<file path="config.mk">
export PLATFORM = sky130hd
export DESIGN_NAME = fetch_pipe
export DESIGN_NICKNAME = d
export VERILOG_FILES = /design/src/rtl/fetch_pipe_pkg.sv /design/src/rtl/fetch_fifo.sv /design/src/rtl/fetch_pipe.sv
export SDC_FILE = /design/constraint.sdc
export NUM_CORES = 1
export LEC_CHECK = 0
export BUFFER_PORTS_ARGS = -buffer_cell sky130_fd_sc_hd__buf_4
export CORE_MARGIN = 2
export CORE_UTILIZATION = 59
export CTS_CLUSTER_DIAMETER = 80
export CTS_CLUSTER_SIZE = 20
export DETAILED_ROUTE_END_ITERATION = 7
export GPL_ROUTABILITY_DRIVEN = 1
export PLACE_DENSITY = 0.77
export REMOVE_ABC_BUFFERS = 1
export SYNTH_ARGS = -nofsm -noshare
export SYNTH_HDL_FRONTEND = slang
export SYNTH_SLANG_ARGS = --single-unit
</file>
<file path="constraint.sdc">
create_clock -name clk -period 3.4 [get_ports clk]
set_input_delay 0.17 -clock clk [delete_from_list [all_inputs] [get_ports clk]]
set_output_delay 0.17 -clock clk [all_outputs]
set_load 0.02 [all_outputs]
</file>
<file path="src/rtl/fetch_pipe_pkg.sv">
// Shared types and constants for the instruction-fetch stage.
package fetch_pipe_pkg;

    typedef struct packed {
        logic [31:0] pc;
        logic [31:0] inst;
    } fetch_entry_t;

    localparam int unsigned FETCH_PC_STEP = 4;

    function automatic logic [31:0] perf_sat_inc(input logic [31:0] value, input logic en);
        return (en && (value != '1)) ? value + 32'd1 : value;
    endfunction

endpackage

</file>
<file path="src/rtl/fetch_fifo.sv">
// Generic synchronous FIFO with flush; head is read straight from registered storage
// and forced to zero while empty.
module fetch_fifo #(
    parameter type         T     = logic [31:0],
    parameter int unsigned DEPTH = 4
) (
    input  logic                   clk,
    input  logic                   rst,
    input  logic                   flush,
    input  logic                   push,
    input  T                       push_data,
    input  logic                   pop,
    output T                       head,
    output logic                   full,
    output logic                   empty,
    output logic [$clog2(DEPTH):0] count
);
    localparam int unsigned AW = $clog2(DEPTH);
    localparam int unsigned CW = AW + 1;

    T              mem_q [DEPTH];
    T              mem_d [DEPTH];
    logic [AW-1:0] wr_ptr_q, wr_ptr_d;
    logic [AW-1:0] rd_ptr_q, rd_ptr_d;
    logic [CW-1:0] count_q, count_d;
    logic          do_push, do_pop;

    assign full    = (count_q == CW'(DEPTH));
    assign empty   = (count_q == '0);
    assign count   = count_q;
    assign head    = empty ? '0 : mem_q[rd_ptr_q];
    assign do_push = push && !full;
    assign do_pop  = pop && !empty;

    always_comb begin
        mem_d    = mem_q;
        wr_ptr_d = wr_ptr_q;
        rd_ptr_d = rd_ptr_q;
        count_d  = count_q;
        if (flush) begin
            wr_ptr_d = '0;
            rd_ptr_d = '0;
            count_d  = '0;
        end else begin
            if (do_push) begin
                mem_d[wr_ptr_q] = push_data;
                wr_ptr_d        = wr_ptr_q + AW'(1);
            end
            if (do_pop) begin
                rd_ptr_d = rd_ptr_q + AW'(1);
            end
            count_d = count_q + CW'(do_push) - CW'(do_pop);
        end
    end

    always_ff @(posedge clk) begin
        if (rst) begin
            wr_ptr_q <= '0;
            rd_ptr_q <= '0;
            count_q  <= '0;
        end else begin
            wr_ptr_q <= wr_ptr_d;
            rd_ptr_q <= rd_ptr_d;
            count_q  <= count_d;
        end
    end

    always_ff @(posedge clk) begin
        mem_q <= mem_d;
    end

endmodule

</file>
<file path="src/rtl/fetch_pipe.sv">
// Instruction-fetch stage: PC, pipelined imem requests, fetch queue, redirect flush.
// Optional perf counters (fetched/discarded/starved) are enabled by FETCH_PERF_CNT_EN.
module fetch_pipe
    import fetch_pipe_pkg::*;
#(
    parameter int unsigned      XLEN     = 32,
    parameter logic [XLEN-1:0]  RESET_PC = '0,
    parameter int unsigned      DEPTH    = 4
) (
    input  logic            clk,
    input  logic            rst,
    input  logic            redirect_valid,
    input  logic [XLEN-1:0] redirect_pc,
    output logic            imem_req_valid,
    input  logic            imem_req_ready,
    output logic [XLEN-1:0] imem_req_addr,
    input  logic            imem_rsp_valid,
    input  logic [XLEN-1:0] imem_rsp_data,
    output logic            inst_valid,
    input  logic            inst_ready,
    output logic [XLEN-1:0] inst_pc,
    output logic [XLEN-1:0] inst_data
`ifdef FETCH_PERF_CNT_EN
    ,
    output logic [31:0]     perf_fetched,
    output logic [31:0]     perf_discarded,
    output logic [31:0]     perf_starved
`endif
);
    localparam int unsigned CW = $clog2(DEPTH) + 1;
    localparam int unsigned SW = CW + 1;

    typedef struct packed {
        logic [XLEN-1:0] pc;
        logic [XLEN-1:0] inst;
    } entry_t;

    logic [XLEN-1:0] pc_q, pc_d;
    logic [CW-1:0]   outstanding_q, outstanding_d;
    logic [CW-1:0]   discard_q, discard_d;

    logic [CW-1:0]   q_count;
    logic            q_full, q_empty;
    entry_t          q_head, q_push_data;
    logic [XLEN-1:0] pcf_head;
    logic [CW-1:0]   pcf_count;
    logic            pcf_full, pcf_empty;
    logic [SW-1:0]   inflight;
    logic            req_fire, rsp_drop, rsp_keep, deq;

    // Requests in flight plus queued entries never exceed DEPTH, so a write always fits.
    assign inflight       = {1'b0, outstanding_q} + {1'b0, q_count};
    assign imem_req_valid = !rst && !redirect_valid && (inflight < SW'(DEPTH));
    assign imem_req_addr  = pc_q;
    assign req_fire       = imem_req_valid && imem_req_ready;

    assign rsp_drop = imem_rsp_valid && (redirect_valid || (discard_q != '0));
    assign rsp_keep = imem_rsp_valid && !rsp_drop;

    assign inst_valid = !rst && !redirect_valid && !q_empty;
    assign inst_pc    = q_head.pc;
    assign inst_data  = q_head.inst;
    assign deq        = inst_valid && inst_ready;

    assign q_push_data = '{pc: pcf_head, inst: imem_rsp_data};

    fetch_fifo #(.T(logic [XLEN-1:0]), .DEPTH(DEPTH)) u_pc_fifo (
        .clk       (clk),
        .rst       (rst),
        .flush     (redirect_valid),
        .push      (req_fire),
        .push_data (pc_q),
        .pop       (rsp_keep),
        .head      (pcf_head),
        .full      (pcf_full),
        .empty     (pcf_empty),
        .count     (pcf_count)
    );

    fetch_fifo #(.T(entry_t), .DEPTH(DEPTH)) u_inst_queue (
        .clk       (clk),
        .rst       (rst),
        .flush     (redirect_valid),
        .push      (rsp_keep),
        .push_data (q_push_data),
        .pop       (deq),
        .head      (q_head),
        .full      (q_full),
        .empty     (q_empty),
        .count     (q_count)
    );

    logic unused_fifo_status;
    assign unused_fifo_status = ^{pcf_full, pcf_empty, pcf_count, q_full};

    always_comb begin
        pc_d          = pc_q;
        discard_d     = discard_q;
        outstanding_d = outstanding_q + CW'(req_fire) - CW'(imem_rsp_valid);
        if (redirect_valid) begin
            pc_d = redirect_pc;
            // Nothing issues in a redirect cycle, so every request still in flight
            // after this cycle is stale: discard becomes the next outstanding count.
            discard_d = outstanding_d;
        end else begin
            if (req_fire) begin
                pc_d = pc_q + XLEN'(FETCH_PC_STEP);
            end
            if (imem_rsp_valid && (discard_q != '0)) begin
                discard_d = discard_q - CW'(1);
            end
        end
    end

    always_ff @(posedge clk) begin
        if (rst) begin
            pc_q          <= RESET_PC;
            outstanding_q <= '0;
            discard_q     <= '0;
        end else begin
            pc_q          <= pc_d;
            outstanding_q <= outstanding_d;
            discard_q     <= discard_d;
        end
    end

`ifdef FETCH_PERF_CNT_EN
    logic [31:0] perf_fetched_q, perf_fetched_d;
    logic [31:0] perf_discarded_q, perf_discarded_d;
    logic [31:0] perf_starved_q, perf_starved_d;

    always_comb begin
        perf_fetched_d   = perf_sat_inc(perf_fetched_q, rsp_keep);
        perf_discarded_d = perf_sat_inc(perf_discarded_q, rsp_drop);
        perf_starved_d   = perf_sat_inc(perf_starved_q, inst_ready && !inst_valid);
    end

    always_ff @(posedge clk) begin
        if (rst) begin
            perf_fetched_q   <= '0;
            perf_discarded_q <= '0;
            perf_starved_q   <= '0;
        end else begin
            perf_fetched_q   <= perf_fetched_d;
            perf_discarded_q <= perf_discarded_d;
            perf_starved_q   <= perf_starved_d;
        end
    end

    assign perf_fetched   = perf_fetched_q;
    assign perf_discarded = perf_discarded_q;
    assign perf_starved   = perf_starved_q;
`endif

endmodule

</file>
==> results of run 1 <==
==> worst max-delay path, stage by stage (launching register included) <==
cell and delay, ps:
dfxtp_1 350, ha_1 240, or4b_4 590, nor2_8 250, inv_2 110, a21oi_2 290
ha_1 200, inv_1 50, fa_1 370, xor2_1 170, xnor2_1 130, nor2_1 50
==> metrics by stage <==
| stage | cells | util |
|---|---|---|
| after CTS | 1617 | 0.7049 |
| after global routing | 1617 | 0.7049 |
| after detailed placement | 1510 | 0.6589 |
| after floorplan | 925 | - |
| after global placement | 1510 | 0.6589 |
| final | 1617 | 0.7049 |
==> flip-flops by register name, indices dropped and copies added (netlist names) <==
register               cells
discard_q                  3
u_pc_fifo.wr_ptr_q         2
u_pc_fifo.rd_ptr_q         2
u_inst_queue.mem_q       256
outstanding_q              3
u_inst_queue.rd_ptr_q      2
u_inst_queue.wr_ptr_q      2
u_pc_fifo.mem_q          128
u_inst_queue.count         3
imem_req_addr             32
u_pc_fifo.count            3
==> synth_stat cells (4+ instances only) <==
| library cell | number | share of area |
|---|---|---|
| edfxtp_1 | 384 | 0.66 |
| mux4_2 | 96 | 0.12 |
| and2_1 | 79 | 0.028 |
| dfxtp_1 | 52 | 0.060 |
| nor2_1 | 38 | 0.0082 |
| nand2_1 | 35 | 0.0075 |
| nor2b_1 | 34 | 0.012 |
| clkbuf_1 | 31 | 0.0067 |
| a21oi_1 | 21 | 0.0060 |
| ha_1 | 19 | 0.014 |
| inv_1 | 19 | 0.0041 |
| nand4_1 | 13 | 0.0047 |
| xnor2_1 | 13 | 0.0065 |
| nand3_1 | 12 | 0.0034 |
| a31oi_1 | 11 | 0.0039 |
| buf_2 | 11 | 0.0031 |
| o21ai_0 | 10 | 0.0029 |
| nor3_1 | 9 | 0.0026 |
| xor2_1 | 9 | 0.0045 |
| and3_1 | 8 | 0.0029 |
| a211oi_1 | 6 | 0.0026 |
| buf_1 | 5 | 0.0011 |
| o211ai_1 | 5 | 0.0021 |
| or3_1 | 5 | 0.0018 |
| and4_1 | 4 | 0.0020 |
| mux2i_1 | 4 | 0.0023 |
==> routing by layer <==
layer  vias to the layer above  wire [um]
met4                         0        399
li1                       4270          -
met2                       345      17240
met3                        34       1969
met1                      4821      14940
met5                         -          0
==> kinds of logic after synthesis <==
family                     count (synthesis)
muxes                                    101
adders and majority gates                 22
buffers and inverters                     69
and+or+nand+nor                          252
AOI/OAI and AO/OA                         71
xor gates and xnor gates                  22
DFF                                      436
==> path summary, 6_finish.rpt <==
check	from	endpoint	slack [ps]	depth (start not counted)
worst min-delay path	inst_ready	u_inst_queue.rd_ptr_q[1]	20	4
worst max register to register	outstanding_q[1]	u_pc_fifo.count[2]	500	11
worst max-delay path	outstanding_q[1]	u_pc_fifo.count[2]	500	11
worst min register to register	u_pc_fifo.wr_ptr_q[1]	u_pc_fifo.wr_ptr_q[1]	560	2
==> report_power, final <==
part / internal (mW) / leakage, nW / switching, mW
clock: 1.46 / 0.343 / 1.57
combinational: 0.429 / 2.73 / 0.463
sequential: 5.99 / 3.98 / 0.122
==> area by class of cell <==
cell class                      instances  area, um2
Sequential cell                       436      12580
Timing Repair Buffer                  258       2207
Tap cell                              390      488.0
Clock buffer                           43      693.2
Clock inverter                          1      30.03
Multi-Input combinational cell        468       4648
Inverter                               21      78.83
Fill cell                            1825       8676
==> repair_timing <==
item | in CTS | in global routing
hold buffers | 63 | 0
buffers inserted | 0 | 0
hold endpoints to repair | 159 | 0
==> out/summary.txt, run 1 <==
status = finished clean
via count = 9470
Chip Width = 176.1 um
Synth Flop Type = edfxtp_1
Root Driver = clkbuf_16
PnR worst setup slack = 497.7 ps
# diodes = 0
max cap viols = 0
clock-pin slew on the worst setup and hold paths = 90 ps
Final Max Slew Viols = 0
Final setup viols = 0
CTS tree = done
kind of critical path = reg -> reg
Total Wirelength = 34550 um
Yosys reg bits = 436
Worst Hold Class = in -> reg
clk_skew = 10.60 ps
DR vias/cell = 5.857
most frequent cells in the layout = edfxtp_1, buf_4, mux4_2
P_leak = 7.048 nW
area grow syn2layout = 18.54%
mapped cell area = 0.01748 mm2
Arr. time, crit path = 3330 ps
fraction of layout cells with a size suffix above 1 = 0.2763
row cnt = 63
DR iter-0 viols = 830
Pwr Density = 484.3 mW/mm2
Top Ports = 168
Clock Latency Late Sink = 540 ps
Slew HR = 0.4413
Final Total Pwr = 10.04 mW
area of the core = 0.02940 mm2
post-synthesis compound-gate area fraction = 0.02626
drt pass-1 iters = 5
CTS Buf Count = 25
unrepaired setup endpoints after global routing = no
crit start category = flip-flop
Initial Utilization = 0.5947
Seq/Total Area, Yosys = 0.7190
initial antenna violation count = 0
CTS H-tree lvls = 1
setup TNS = 0 ps
commonest non-fill, non-tap cell in the layout = edfxtp_1
Antenna Nets Post-Route = 0
area share of xor/xnor cells in the synthesized design = 0.01102
Worst VDD drop = 0.3996 mV
input/output buffers = 167
GR Util met2 = 0.3799
Synth Warn # = 0
GPL Wtd Cong = 0.7982
Yosys cell types = 57
post-cts gate resize count = 0
largest net degree at the start of global routing = 67
clock buffer depth = 3
Mapped Cells = 973
Tmin final = 2902 ps
final period utilization = 0.8536
largest family of logic cells by synthesized area = multiplexers
M3 GR Usage = 0.02885
Data required, critical path = 3830 ps
max frequency = 344.6 MHz
multiplexer share of the synthesized area = 0.1266
DR WL/cell = 21.37 um
CTS Sinks = 436
grt peak-use layer = met2
first-pass GRT wire length = 53920 um
Worst setup EP type = flip-flop
Post-Syn Area per Cell = 17.97 um2
pre-CTS setup slack = 504.4 ps
Synth async-reset ratio = 0
Post-route DRC = 0
GRT Total Usage = 0.2264
cell area after layout = 0.02073 mm2
Die Y = 176.1 um
Final Net Count = 1302
critical path fanouts, max = 17
Synth Area in Adders = 0.01703
HPWL Detailed = 21620 um
vias in the first global route = 9576
Tightest Pin Transition = 835.0 ps
WHS = 24.22 ps
gr ovfl total = 0
Post-Synth Simple-Gate Area = 0.08401
Hold Vio Cnt, Final = 0
placement-stage cell area = 0.01937 mm2
GR Layer Usage met1 = 0.3303
Die ar. = 0.03103 mm2
Post-synth EDFFs = 384
No activity file was read; power rests on OpenSTA's default activity.
==> run 2: changes to the inputs <==
Settings changed: CORE_ASPECT_RATIO from default to 2.
==> run 2 against run 1 <==
Net effect:
- global-route usage fell by 0.86 points
- clock skew rose by 15 ps
- cell area fell by 0.44%
- via count rose by 0.17%
- first-iteration DRC count fell by 9.8%
- final cell count fell by 1.7%
- count of clock-buffer cells in the layout rose by 2
==> out/summary.txt, run 2 (synthesized netlist as in run 1, its figures left out) <==
DR WL/cell = 21.26 um (-0.47%)
Hold Vio Cnt, Final = 0 (unchanged)
final std cells w/o fill = 1589 (-1.7%)
CTS tree = done
# diodes = 0 (unchanged)
part of the power in registers = 0.609 (about the same)
largest net degree at the start of global routing = 67 (unchanged)
fillers = 1802 (-1.3%)
commonest non-fill, non-tap cell in the layout = edfxtp_1
area of the core = 0.02929 mm2 (-0.39%)
row cnt = 89 (+41%)
cell area after layout = 0.02063 mm2 (-0.44%)
Tmin final = 2972 ps (+70.07 ps)
most frequent cells in the layout = edfxtp_1, buf_4, mux4_2
WHS = 20.89 ps (-3.328 ps)
Worst Hold Class = in -> reg
Worst VDD drop = 0.3955 mV (-1.0%)
CTS Buf Count = 25 (unchanged)
gr ovfl total = 0 (unchanged)
unrepaired setup endpoints after global routing = no
P_leak = 7.022 nW (-0.37%)
clk_skew = 26.05 ps (+15.45 ps)
clock-pin slew on the worst setup and hold paths = 90 ps (about the same)
CTS Sinks = 436 (unchanged)
area grow syn2layout = 18.02%
kind of critical path = reg -> reg
Total Wirelength = 33790 um (-2.2%)
final period utilization = 0.8742 (+0.02061)
drt pass-1 iters = 5 (unchanged)
Pwr Density = 485.6 mW/mm2 (+0.25%)
Final setup viols = 0 (unchanged)
vias in the first global route = 10050 (+4.9%)
Final Total Pwr = 10.02 mW (-0.19%)
combinational cell fraction of total power = 0.089 (about the same)
Arr. time, crit path = 3410 ps (+80 ps)
post-cts gate resize count = 0 (unchanged)
Hold Buf Count CTS = 64 (+1.6%)
Final Net Count = 1299 (-0.23%)
largest register by flop count = u_inst_queue.mem_q
Slew HR = 0.4402 (-0.001125)
Antenna Nets Post-Route = 0 (unchanged)
switch share = 0.2156 (+0.001065)
final core utilization = 0.7046 (about the same)
Root Driver = clkbuf_16
Top Ports = 168 (unchanged)
clock network power share = 0.301 (about the same)
Die ar. = 0.03111 mm2 (+0.27%)
Worst setup EP type = flip-flop
max frequency = 336.4 MHz (-2.4%)
Initial Utilization = 0.5970 (+0.002337)
internal power = 7.859 mW (-0.32%)
Post-CTS Setup Repair Bufs = 0 (unchanged)
setup slack, reg-to-reg = 430 ps (-70 ps)
via count = 9486 (+0.17%)
clock buffer depth = 3 (unchanged)
GPL Wtd Cong = 0.8868 (+11%)
DR iter-0 viols = 749 (-9.8%)
Die Y = 247.5 um (+40%)
GRT Total Usage = 0.2177 (-0.008602)
input/output buffers = 167 (unchanged)
HPWL Detailed = 20860 um (-3.5%)
status = finished clean
initial antenna violation count = 0 (unchanged)
placement-stage cell area = 0.01927 mm2 (-0.52%)
Final Max Slew Viols = 0 (unchanged)
fraction of layout cells with a size suffix above 1 = 0.2735 (-0.002814)
Data required, critical path = 3840 ps (about the same)
critical path fanouts, max = 17 (unchanged)
switching power = 2.160 mW (+0.31%)
max cap viols = 0 (unchanged)
CTS H-tree lvls = 1 (unchanged)
crit start category = flip-flop
Cells after DPL = 1480 (-2.0%)
first-pass GRT wire length = 53150 um (-1.4%)
Chip Width = 125.7 um (-29%)
Post-route DRC = 0 (unchanged)
Tightest Pin Transition = 836.7 ps (+1.680 ps)
max reg flops = 256 (unchanged)
Clock Latency Late Sink = 550 ps (about the same)
DR vias/cell = 5.970 (+1.9%)
run 2: changes by cell type in the layout (fill, tap and decap cells not counted), sizes merged:
cell / delta
dlygate4sd3: +1
clkbuf: +2
buf: -4
bufinv: -1
run 2: layout make-up:
| type | instances | area [um2] | area share |
|---|---|---|---|
| clock buffers | 45 | 721.9 | 0.03499 |
| well taps | 364 | 455.4 | 0.02207 |
| flip-flops and latches | 436 | 12580 | 0.6097 |
| repair buffers | 255 | 2150 | 0.1042 |
| inverters | 21 | 78.83 | 0.003820 |
| multi-input cells | 468 | 4648 | 0.2253 |
run 2: final timing paths:
check	from	end	cells past startpoint
setup reg to reg	outstanding_q[1]	u_pc_fifo.count[2]	11
setup / recovery	outstanding_q[1]	u_pc_fifo.count[2]	11
hold / removal	redirect_pc[21]	imem_req_addr[21]	5
hold reg to reg	imem_req_addr[0]	u_pc_fifo.mem_q[32]	0
run 2: worst max-delay path, stage by stage (launching register included):
cell	delay (ps)
dfxtp_1	350
ha_1	260
or4b_4	610
nor2_8	250
inv_2	120
a21oi_2	280
ha_1	220
inv_1	50
fa_1	370
xor2_1	170
xnor2_1	130
nor2_1	50
run 2: power groups by stage:
stage | registers [mW] | logic [mW] | clock network [mW]
floorplan | 6.23 | 0.462 | 0
global placement | 6.21 | 0.822 | 0
detailed placement | 6.23 | 0.839 | 0
CTS | 6.10 | 0.901 | 3.08
global route | 6.13 | 0.967 | 3.26
finish | 6.11 | 0.893 | 3.02
run 2: per-stage QoR:
step | setup slack (ps) | setup TNS [ps]
floorplan | -419.4 | -27330
global placement | 536.1 | 0
detailed placement | 450.9 | 0
CTS | 435.6 | 0
global route | 272.7 | 0
finish | 427.6 | 0
run 2: metal layers:
metal	vias to the layer above	part of all wire	GRT usage
met5	-	0	0
met2	310	0.52	0.3830
met1	4864	0.40	0.2843
met4	0	0.025	0.07418
met3	52	0.051	0.02587
li1	4260	-	-
==> run 3: changes to the inputs <==
Settings changed: CELL_PAD_IN_SITES_DETAIL_PLACEMENT from default to 1, CELL_PAD_IN_SITES_GLOBAL_PLACEMENT from default to 1, CORE_UTILIZATION 59 to 51, MAX_ROUTING_LAYER from default to met4, PLACE_DENSITY 0.77 to 0.78.
==> run 3 against run 2 <==
Net effect:
- flip-flop and latch count unchanged
- sequential power about the same
- via count up 1.1%
- hold slack better by 30 ps
- largest cell class unchanged
- final cell count up 5.3%
- total power up 1.1%
- count of clock-buffer cells in the layout unchanged
- maximum frequency down 4.1%
- critical path type unchanged
- non-clock buffer count up 6
- die area up 15%
- critical endpoint is now discard_q[2]
==> out/summary.txt, run 3 (synthesized netlist as in run 1, its figures left out) <==
Antenna Nets Post-Route = 0 (unchanged)
drt pass-1 iters = 7 (+2)
max frequency = 322.8 MHz (-4.1%)
Initial Utilization = 0.5144 (-0.08265)
Final Total Pwr = 10.13 mW (+1.1%)
largest net degree at the start of global routing = 67 (unchanged)
max reg flops = 256 (unchanged)
CTS Sinks = 436 (unchanged)
critical path fanouts, max = 17 (unchanged)
reg-to-reg endpoint = discard_q[2]
CTS tree = done
Final setup viols = 0 (unchanged)
gr ovfl total = 0 (unchanged)
placement-stage cell area = 0.01935 mm2 (+0.41%)
via count = 9593 (+1.1%)
Worst Hold Class = in -> reg
commonest non-fill, non-tap cell in the layout = edfxtp_1
Hold Vio Cnt, Final = 0 (unchanged)
kind of critical path = reg -> reg
min-delay src = redirect_pc[21]
setup slack, reg-to-reg = 300 ps (-130 ps)
Total Wirelength = 39520 um (+17%)
largest register by flop count = u_inst_queue.mem_q
Post-CTS Setup Repair Bufs = 0 (unchanged)
status = finished clean
hold endpoint = imem_req_addr[21]
Root Driver = clkbuf_16
DR iter-0 viols = 675 (-9.9%)
area of the core = 0.03399 mm2 (+16%)
Arr. time, crit path = 3540 ps (+130 ps)
DR vias/cell = 5.734 (-3.9%)
Clock Latency Late Sink = 570 ps (+20 ps)
final period utilization = 0.9112 (+0.03697)
most frequent cells in the layout = edfxtp_1, buf_4, mux4_2
Die ar. = 0.03587 mm2 (+15%)
Slew HR = 0.2791 (-0.1611)
DR WL/cell = 23.62 um (+11%)
unrepaired setup endpoints after global routing = no
input/output buffers = 167 (unchanged)
CTS H-tree lvls = 1 (unchanged)
CTS Buf Count = 25 (unchanged)
Worst VDD drop = 0.4248 mV (+7.4%)
Top Ports = 168 (unchanged)
origin of the critical flop-to-flop path = outstanding_q[1]
clock-pin slew on the worst setup and hold paths = 90 ps (about the same)
Worst Reg-to-Reg Cells = 12 (+1)
Worst setup EP type = flip-flop
max cap viols = 0 (unchanged)
Pwr Density = 487.8 mW/mm2 (+0.47%)
fraction of layout cells with a size suffix above 1 = 0.2735 (about the same)
Data required, critical path = 3850 ps (about the same)
GRT Total Usage = 0.2314 (+0.01369)
post-cts gate resize count = 0 (unchanged)
Post-route DRC = 0 (unchanged)
first-pass GRT wire length = 61240 um (+15%)
Hold Buf Count CTS = 69 (+7.8%)
crit start category = flip-flop
Final Net Count = 1305 (+0.46%)
Hold Path Depth = 5 (unchanged)
Chip Width = 134.9 um (+7.3%)
cell area after layout = 0.02077 mm2 (+0.67%)
clk_skew = 28.69 ps (+2.641 ps)
HPWL Detailed = 24450 um (+17%)
area grow syn2layout = 18.81%
Final Max Slew Viols = 0 (unchanged)
GPL Wtd Cong = 0.8454 (-4.7%)
vias in the first global route = 10420 (+3.7%)
row cnt = 96 (+7.9%)
P_leak = 7.040 nW (+0.26%)
Tightest Pin Transition = 1081 ps (+244.8 ps)
Die Y = 265.9 um (+7.4%)
initial antenna violation count = 0 (unchanged)
clock buffer depth = 3 (unchanged)
Tmin final = 3098 ps (+125.7 ps)
# diodes = 0 (unchanged)
## run 3: worst max-delay path: stages, from the launching register on
cell and delay (ps):
dfxtp_1 340, ha_1 240, or4b_4 600, nor2_8 270, inv_2 190, ha_1 310
inv_1 40, ha_1 180, fa_1 390, xnor2_1 180, nor2_1 70, nand2_1 80
o21ai_0 70
## run 3: cell type report
| type | count | area, um2 |
|---|---|---|
| Clock buffer | 45 | 721.9 |
| Clock inverter | 1 | 8.758 |
| Fill cell | 3006 | 13220 |
| Inverter | 21 | 78.83 |
| Multi-Input combinational cell | 468 | 4648 |
| Sequential cell | 436 | 12580 |
| Tap cell | 441 | 551.8 |
| Timing Repair Buffer | 261 | 2182 |
## run 3: metal layers
layer	vias up	global-route usage	part of all wire
li1	4275	-	-
met1	4968	0.3036	0.41
met2	280	0.3835	0.52
met3	70	0.02150	0.042
met4	0	0.07681	0.032
met5	-	-	0
## run 3: how the worst max path moves through the flow
| stage | startpoint | endpoint | slack (ps) | cells past startpoint |
|---|---|---|---|---|
| finish | outstanding_q[1] | discard_q[2] | 300 | 12 |
| global route | outstanding_q[1] | discard_q[2] | 100 | 12 |
| CTS | outstanding_q[1] | discard_q[2] | 300 | 12 |
| detailed placement | outstanding_q[1] | discard_q[2] | 320 | 12 |
| global placement | outstanding_q[1] | discard_q[2] | 420 | 12 |
| floorplan | u_inst_queue.rd_ptr_q[0] | inst_data[0] | -420 | 2 |
## run 3: where the power goes
part           switching [mW]  internal, mW
logic                   0.501         0.432
registers               0.112          5.99
clock network            1.65          1.45
total                    2.26          7.87
## run 3: through the flow
step / TNS [ps] / std cells / util / hold slack (ps) / setup slack (ps)
after floorplan: -27330 / 925 / - / 234.6 / -419.4
after global placement: 0 / 1558 / 0.5693 / 369.2 / 419.3
after detailed placement: 0 / 1558 / 0.5693 / 373.3 / 318.8
after CTS: 0 / 1673 / 0.6111 / 17.78 / 299.2
after global routing: 0 / 1673 / 0.6111 / 79.19 / 105.0
final: 0 / 1673 / 0.6111 / 51.13 / 301.9
